File: src/rtl/csa_acc_if.sv
// Operand/result handshake bundle for csa_accumulator.
// master = upstream producer / result consumer, slave = the accumulator.
interface csa_acc_if #(
  parameter int ACC_W = 20
);
  logic             in_valid;
  logic             in_ready;
  logic [15:0]      in_data;
  logic             in_last;
  logic             out_valid;
  logic             out_ready;
  logic [ACC_W-1:0] out_sum;
  logic [7:0]       out_count;
  logic             out_ovf;

  modport master (
    output in_valid, in_data, in_last, out_ready,
    input  in_ready, out_valid, out_sum, out_count, out_ovf
  );
  modport slave (
    input  in_valid, in_data, in_last, out_ready,
    output in_ready, out_valid, out_sum, out_count, out_ovf
  );
endinterface

File: src/rtl/csa_accumulator.sv
// Carry-save multi-operand accumulator with a chunked carry-propagate resolve phase.
// Optional sticky overflow flag built when CSA_ACC_OVF_EN is defined.
module csa_accumulator #(
  parameter int ACC_W = 20,
  parameter int CHUNK = 4
) (
  input  logic      clk,
  input  logic      rst_n,
  csa_acc_if.slave  bus
);
  localparam int NCH   = ACC_W / CHUNK;
  localparam int IDX_W = (NCH > 1) ? $clog2(NCH) : 1;

  typedef enum logic [1:0] {ACC, RES, OUT} state_e;

  state_e             state_q, state_d;
  logic [ACC_W-1:0]   sum_q, sum_d, carry_q, carry_d, res_q, res_d;
  logic [IDX_W-1:0]   idx_q, idx_d;
  logic               cin_q, cin_d;
  logic [7:0]         cnt_q, cnt_d;
  logic [ACC_W-1:0]   op;
  logic [ACC_W-2:0]   maj;
  logic [CHUNK:0]     chunk;
  logic               deliver;

  assign op = {{(ACC_W-16){1'b0}}, bus.in_data};
  // Top majority bit is shifted out of carry_q; only the overflow logic looks at it.
  assign maj = (sum_q[ACC_W-2:0] & carry_q[ACC_W-2:0]) |
               (sum_q[ACC_W-2:0] & op[ACC_W-2:0]) |
               (carry_q[ACC_W-2:0] & op[ACC_W-2:0]);
  assign chunk = {1'b0, sum_q[idx_q*CHUNK +: CHUNK]} +
                 {1'b0, carry_q[idx_q*CHUNK +: CHUNK]} + {{CHUNK{1'b0}}, cin_q};
  assign deliver = (state_q == OUT) && bus.out_ready;

  always_comb begin
    state_d = state_q;
    sum_d   = sum_q;
    carry_d = carry_q;
    res_d   = res_q;
    idx_d   = idx_q;
    cin_d   = cin_q;
    cnt_d   = cnt_q;
    case (state_q)
      ACC: if (bus.in_valid) begin
        sum_d   = sum_q ^ carry_q ^ op;
        carry_d = {maj, 1'b0};
        if (cnt_q != 8'hFF) cnt_d = cnt_q + 8'd1;
        idx_d   = '0;
        cin_d   = 1'b0;
        if (bus.in_last) state_d = RES;
      end
      RES: begin
        res_d[idx_q*CHUNK +: CHUNK] = chunk[CHUNK-1:0];
        cin_d = chunk[CHUNK];
        idx_d = idx_q + 1'b1;
        if (idx_q == IDX_W'(NCH-1)) state_d = OUT;
      end
      OUT: if (bus.out_ready) begin
        sum_d   = '0;
        carry_d = '0;
        cnt_d   = '0;
        state_d = ACC;
      end
      default: state_d = ACC;
    endcase
  end

  always_ff @(posedge clk or negedge rst_n) begin
    if (!rst_n) begin
      state_q <= ACC;
      sum_q   <= '0;
      carry_q <= '0;
      res_q   <= '0;
      idx_q   <= '0;
      cin_q   <= 1'b0;
      cnt_q   <= '0;
    end else begin
      state_q <= state_d;
      sum_q   <= sum_d;
      carry_q <= carry_d;
      res_q   <= res_d;
      idx_q   <= idx_d;
      cin_q   <= cin_d;
      cnt_q   <= cnt_d;
    end
  end

`ifdef CSA_ACC_OVF_EN
  logic ovf_q, ovf_d;

  // op is 16 bits wide, so the top majority bit reduces to sum & carry.
  always_comb begin
    ovf_d = ovf_q;
    if (state_q == ACC && bus.in_valid && sum_q[ACC_W-1] && carry_q[ACC_W-1]) ovf_d = 1'b1;
    if (state_q == RES && idx_q == IDX_W'(NCH-1) && chunk[CHUNK]) ovf_d = 1'b1;
    if (deliver) ovf_d = 1'b0;
  end

  always_ff @(posedge clk or negedge rst_n) begin
    if (!rst_n) ovf_q <= 1'b0;
    else        ovf_q <= ovf_d;
  end

  assign bus.out_ovf = ovf_q;
`else
  assign bus.out_ovf = 1'b0;
`endif

  // Outputs decode registered state only; no path from in_valid/in_data.
  assign bus.in_ready  = (state_q == ACC);
  assign bus.out_valid = (state_q == OUT);
  assign bus.out_sum   = res_q;
  assign bus.out_count = cnt_q;
endmodule

File: src/flat_wrapper.sv
// flat-port wrapper written by rule: the top's interface ports become plain ports
module csa_accumulator_flat 
#(
  parameter int ACC_W = 20,
  parameter int CHUNK = 4
)
  (clk, rst_n, bus_in_valid, bus_in_data, bus_in_last, bus_out_ready, bus_in_ready, bus_out_valid, bus_out_sum, bus_out_count, bus_out_ovf);
  csa_acc_if #(.ACC_W(ACC_W)) bus_i ();
  input  logic clk;
  input  logic rst_n;
  input wire logic [$bits(bus_i.in_valid)-1:0] bus_in_valid;
  input wire logic [$bits(bus_i.in_data)-1:0] bus_in_data;
  input wire logic [$bits(bus_i.in_last)-1:0] bus_in_last;
  input wire logic [$bits(bus_i.out_ready)-1:0] bus_out_ready;
  output wire logic [$bits(bus_i.in_ready)-1:0] bus_in_ready;
  output wire logic [$bits(bus_i.out_valid)-1:0] bus_out_valid;
  output wire logic [$bits(bus_i.out_sum)-1:0] bus_out_sum;
  output wire logic [$bits(bus_i.out_count)-1:0] bus_out_count;
  output wire logic [$bits(bus_i.out_ovf)-1:0] bus_out_ovf;
  assign bus_i.in_valid = bus_in_valid;
  assign bus_i.in_data = bus_in_data;
  assign bus_i.in_last = bus_in_last;
  assign bus_i.out_ready = bus_out_ready;
  assign bus_in_ready = bus_i.in_ready;
  assign bus_out_valid = bus_i.out_valid;
  assign bus_out_sum = bus_i.out_sum;
  assign bus_out_count = bus_i.out_count;
  assign bus_out_ovf = bus_i.out_ovf;
  csa_accumulator #(.ACC_W(ACC_W), .CHUNK(CHUNK)) u_core (.clk(clk), .rst_n(rst_n), .bus(bus_i));
endmodule
File: config.mk
export PLATFORM = sky130hd
export DESIGN_NAME = csa_accumulator_flat
export DESIGN_NICKNAME = d
export VERILOG_FILES = /design/src/rtl/csa_acc_if.sv /design/src/rtl/csa_accumulator.sv /design/src/flat_wrapper.sv
export SDC_FILE = /design/constraint.sdc
export NUM_CORES = 1
export LEC_CHECK = 0
export ABC_AREA = 1
export ABC_CLOCK_PERIOD_IN_PS = 3550
export CELL_PAD_IN_SITES_DETAIL_PLACEMENT = 1
export CELL_PAD_IN_SITES_GLOBAL_PLACEMENT = 2
export CORE_MARGIN = 2
export CORE_UTILIZATION = 40
export DETAILED_ROUTE_END_ITERATION = 8
export DONT_BUFFER_PORTS = 1
export GPL_TIMING_DRIVEN = 1
export HOLD_SLACK_MARGIN = 0.08
export PLACE_DENSITY = 0.84
export SLEW_MARGIN = 0
export SYNTH_ARGS = -nofsm -noshare
export SYNTH_HDL_FRONTEND = slang
export SYNTH_SLANG_ARGS = --single-unit
File: constraint.sdc
create_clock -name clk -period 3.55 [get_ports clk]
set_input_delay 0.71 -clock clk [delete_from_list [all_inputs] [get_ports clk]]
set_output_delay 0.71 -clock clk [all_outputs]
set_load 0.02 [all_outputs]
==> flow_summary.ini <==
[drt]
drt_iter0_markers = 89
viasPerCell = 5.21
routedWlPerCell_um = 16.8
routed_wl_mm = 10.2
num_vias = 3160
drc = 0
dr.pass1.iters = 4
drtAntennaViolNets = 0

[floorplan]
fp-row-count = 37
dieArea_mm2 = 0.0113
start_util_pct = 40.9
core_mm2 = 0.0102
ios = 52
die_x_um = 106
die_height_um = 106

[synthesis]
synth_compound_area_share_pct = 11.0
yosysSeqAreaShare_pct = 43.7
synthAdderAreaFrac_pct = 11.7
syn_inst = 470
synth-simple-area-share_pct = 27.7
ys_seq_elements = 73
yosysUniqueCellTypes = 35
synthMuxAreaShare_pct = 0
synth_top_family_by_area = simple AND/OR/NAND/NOR gates
synthesis.area_mm2 = 0.00418
avgSynthCellArea_um2 = 8.90
synth_fp_nets = 520
synth_xor_area_share_pct = 0.209
yosysWarnings = 0

[setup_path]
cp_slowest_cell = dfrtp_1
reg2reg_to = u_core.bus.out_sum[18]
crit_path_max_incr_delay_ns = 0.55
regToRegStartpoint = u_core.idx_q[0]
worstPathRequired_ns = 3.80
reg2regPathDepth = 10
crit_fanout = 17
ff2ff_setup_slack_ns = 0.82
crit_path_start = u_core.idx_q[0]
crit_path_end_kind = flop
path_class = flop to flop
setup.worst_path.start_class = flop
critPathArrivalTime_ns = 2.98
path_cells = inv_4 > nor2_2 > a21oi_1 > a21oi_1 > fa_1 > fa_1 > xnor2_1 > nor2_1 > nand2_1 > nand2_1

[power_and_ir_drop]
cellPowerDensity_mw_per_mm2 = 927
vdd_ir_drop_max_uv = 298
p_int_uw = 2140
clock_power_share_pct = 16.9
p_sw_share_pct = 48.6
p_switching_uw = 2020
leakagePower_uw = 0.00214
seqPwrFrac_pct = 38.9
p_comb_share_pct = 44.2

[sta]
finalClockSkew_ns = 0.0124
rsz0062_at_grt = no
min_period_over_period_pct = 77.0
maxSlewViolCount = 0
tightest_slew_ns = 0.554
fmax_ghz = 0.366
min_period_ns = 2.73
setup_viol_count_final = 0
slew_headroom_pct = 63.0
finalSetupTns_ns = 0
whs_ns = 0.207
hold_viol = 0

[status]
run_status = finished clean

[cts]
cts_resized = 0
clk_pin_slew_worst_paths_ns = 0.08
clkLatencyLatePin_ns = 0.37
numCtsBuffers = 9
cts-root-buf = clkbuf_8
cts_tree = done
clock_sinks = 73
cts_setup_buffers = 0
cts_max_level = 3
clockBufferDepth = 2
hold_buffers = 1

[finish]
nets = 515
area_delta_synth_final_pct = 7.33
fillCellCount = 1214
n_antenna_cell = 0
drive_gt1_share_pct = 13.4
multi_input_area_mm2 = 0.00212
seq_area_mm2 = 0.00183

[placement]
io_buffer_count = 0
gp_congestion = 0.845
hpwl_mm = 7.29

[min_path]
min_path_type = input pin to asynchronous set/reset pin

[global_routing]
grt_first_pass_wirelength_mm = 17.1
grt_overflow = 0
grt_max_degree = 74
first_global_vias = 3367
antenna_found_initial = 0
track_usage_pct = 19.6

[flow_run]
maxCapViolCount = 0
==> kinds of logic (layout without fill, tap and decap cells) <==
group | Yosys count | in the layout
buffers and inverters | 50 | 50
XOR/XNOR | 1 | 1
adder cells (fa/ha/maj) | 29 | 29
other | 1 | 1
AND/OR/NAND/NOR | 234 | 234
flip-flops | 73 | 73
AO/OA/AOI/OAI | 82 | 82
==> how the worst max path moves through the flow <==
stage,endpoint,slack [ns],depth (start not counted)
floorplan,u_core.bus.out_sum[10],1.23,11
global placement,u_core.bus.out_sum[10],0.94,10
global route,u_core.bus.out_sum[18],0.56,10
detailed placement,u_core.cin_q,0.87,10
finish,u_core.bus.out_sum[18],0.82,10
CTS,u_core.bus.out_sum[10],0.83,10
==> synth_stat cells (all sizes together) <==
cell type / instances / area (µm²)
nor2: 25 / 156
inv: 30 / 120
fa: 17 / 340
a31oi: 7 / 43.8
nand2: 141 / 592
buf: 16 / 98.9
xnor2: 1 / 8.76
conb: 1 / 3.75
o21ai: 48 / 270
nand3: 58 / 345
o21bai: 3 / 22.5
or2: 4 / 25.0
clkbuf: 2 / 7.51
ha: 12 / 150
nor3: 5 / 35.0
o22ai: 3 / 18.8
nand4: 1 / 6.26
dfrtp: 73 / 1830
a21oi: 21 / 105
clkinv: 2 / 7.51
==> per-layer routing <==
layer  routed length, µm  up-vias  track usage, %
li1                    -     1535               -
met1                4670     1557            24.9
met2                4850       52            31.5
met3                 417       16            4.17
met4                 252        0            9.87
met5                   0        -               0
==> critical path, delay by kind of cell (launching register included) <==
family                     cells  cell delay (ns)
adders and majority gates      2             0.87
DFF                            1             0.55
and+or+nand+nor                4             0.35
xor gates and xnor gates       1             0.29
buffers and inverters          1             0.28
AOI/OAI and AO/OA              2             0.26
==> through the flow <==
stage | utilization [%] | instance area [µm²] | cells | setup WS [ns] | total power (µW)
finish | 43.9 | 4490 | 606 | 0.817 | 4160
global placement | 41.6 | 4260 | 589 | 0.938 | 3390
detailed placement | 41.6 | 4260 | 589 | 0.871 | 3480
floorplan | - | 4180 | 470 | 1.23 | 3000
global route | 43.9 | 4490 | 606 | 0.556 | 4560
CTS | 43.9 | 4490 | 606 | 0.834 | 4230
==> power by group through the flow <==
stage	Sequential (µW)	Combinational (µW)	Clock (µW)
after floorplan	1510	1490	0
after global routing	1670	2120	758
after global placement	1630	1760	0
after CTS	1630	1880	724
after detailed placement	1640	1840	0
final	1620	1840	704
==> sequential cells by signal, summed over array words and instances (netlist names) <==
signal / count
u_core.bus.out_sum: 20
u_core.sum_q: 20
u_core.carry_q: 19
u_core.bus.out_count: 8
u_core.idx_q: 3
u_core.state_q: 2
u_core.cin_q: 1
==> final cells by class <==
| type | count | share of cell area, % |
|---|---|---|
| flip-flops and latches | 73 | 40.7 |
| repair buffers | 2 | 0.780 |
| clock inverters | 2 | 0.780 |
| clock buffers | 14 | 3.85 |
| multi-input cells | 347 | 47.3 |
| well taps | 136 | 3.79 |
| inverters | 32 | 2.84 |
==> placed cells by master, fill, tap and decap left out <==
cell / count
nor3_2: 2
o21ai_0: 32
conb_1: 1
nand3_4: 4
o21bai_1: 3
clkbuf_8: 12
nor2_1: 14
or2_2: 4
inv_1: 23
nor2_4: 7
nand2_1: 131
clkinv_1: 2
inv_2: 4
ha_1: 12
a21oi_1: 21
buf_4: 1
fa_1: 17
nand2_4: 2
buf_16: 1
nand3_1: 53
xnor2_1: 1
clkinv_2: 1
clkbuf_1: 2
nor3_1: 3
o21ai_1: 8
nor2_2: 4
nand4_1: 1
nand3_2: 1
a31oi_1: 7
nand2_2: 6
inv_4: 3
bufinv_16: 1
o22ai_1: 3
o21ai_2: 8
nand2_8: 2
dfrtp_1: 73
No activity file was read; power rests on OpenSTA's default activity.
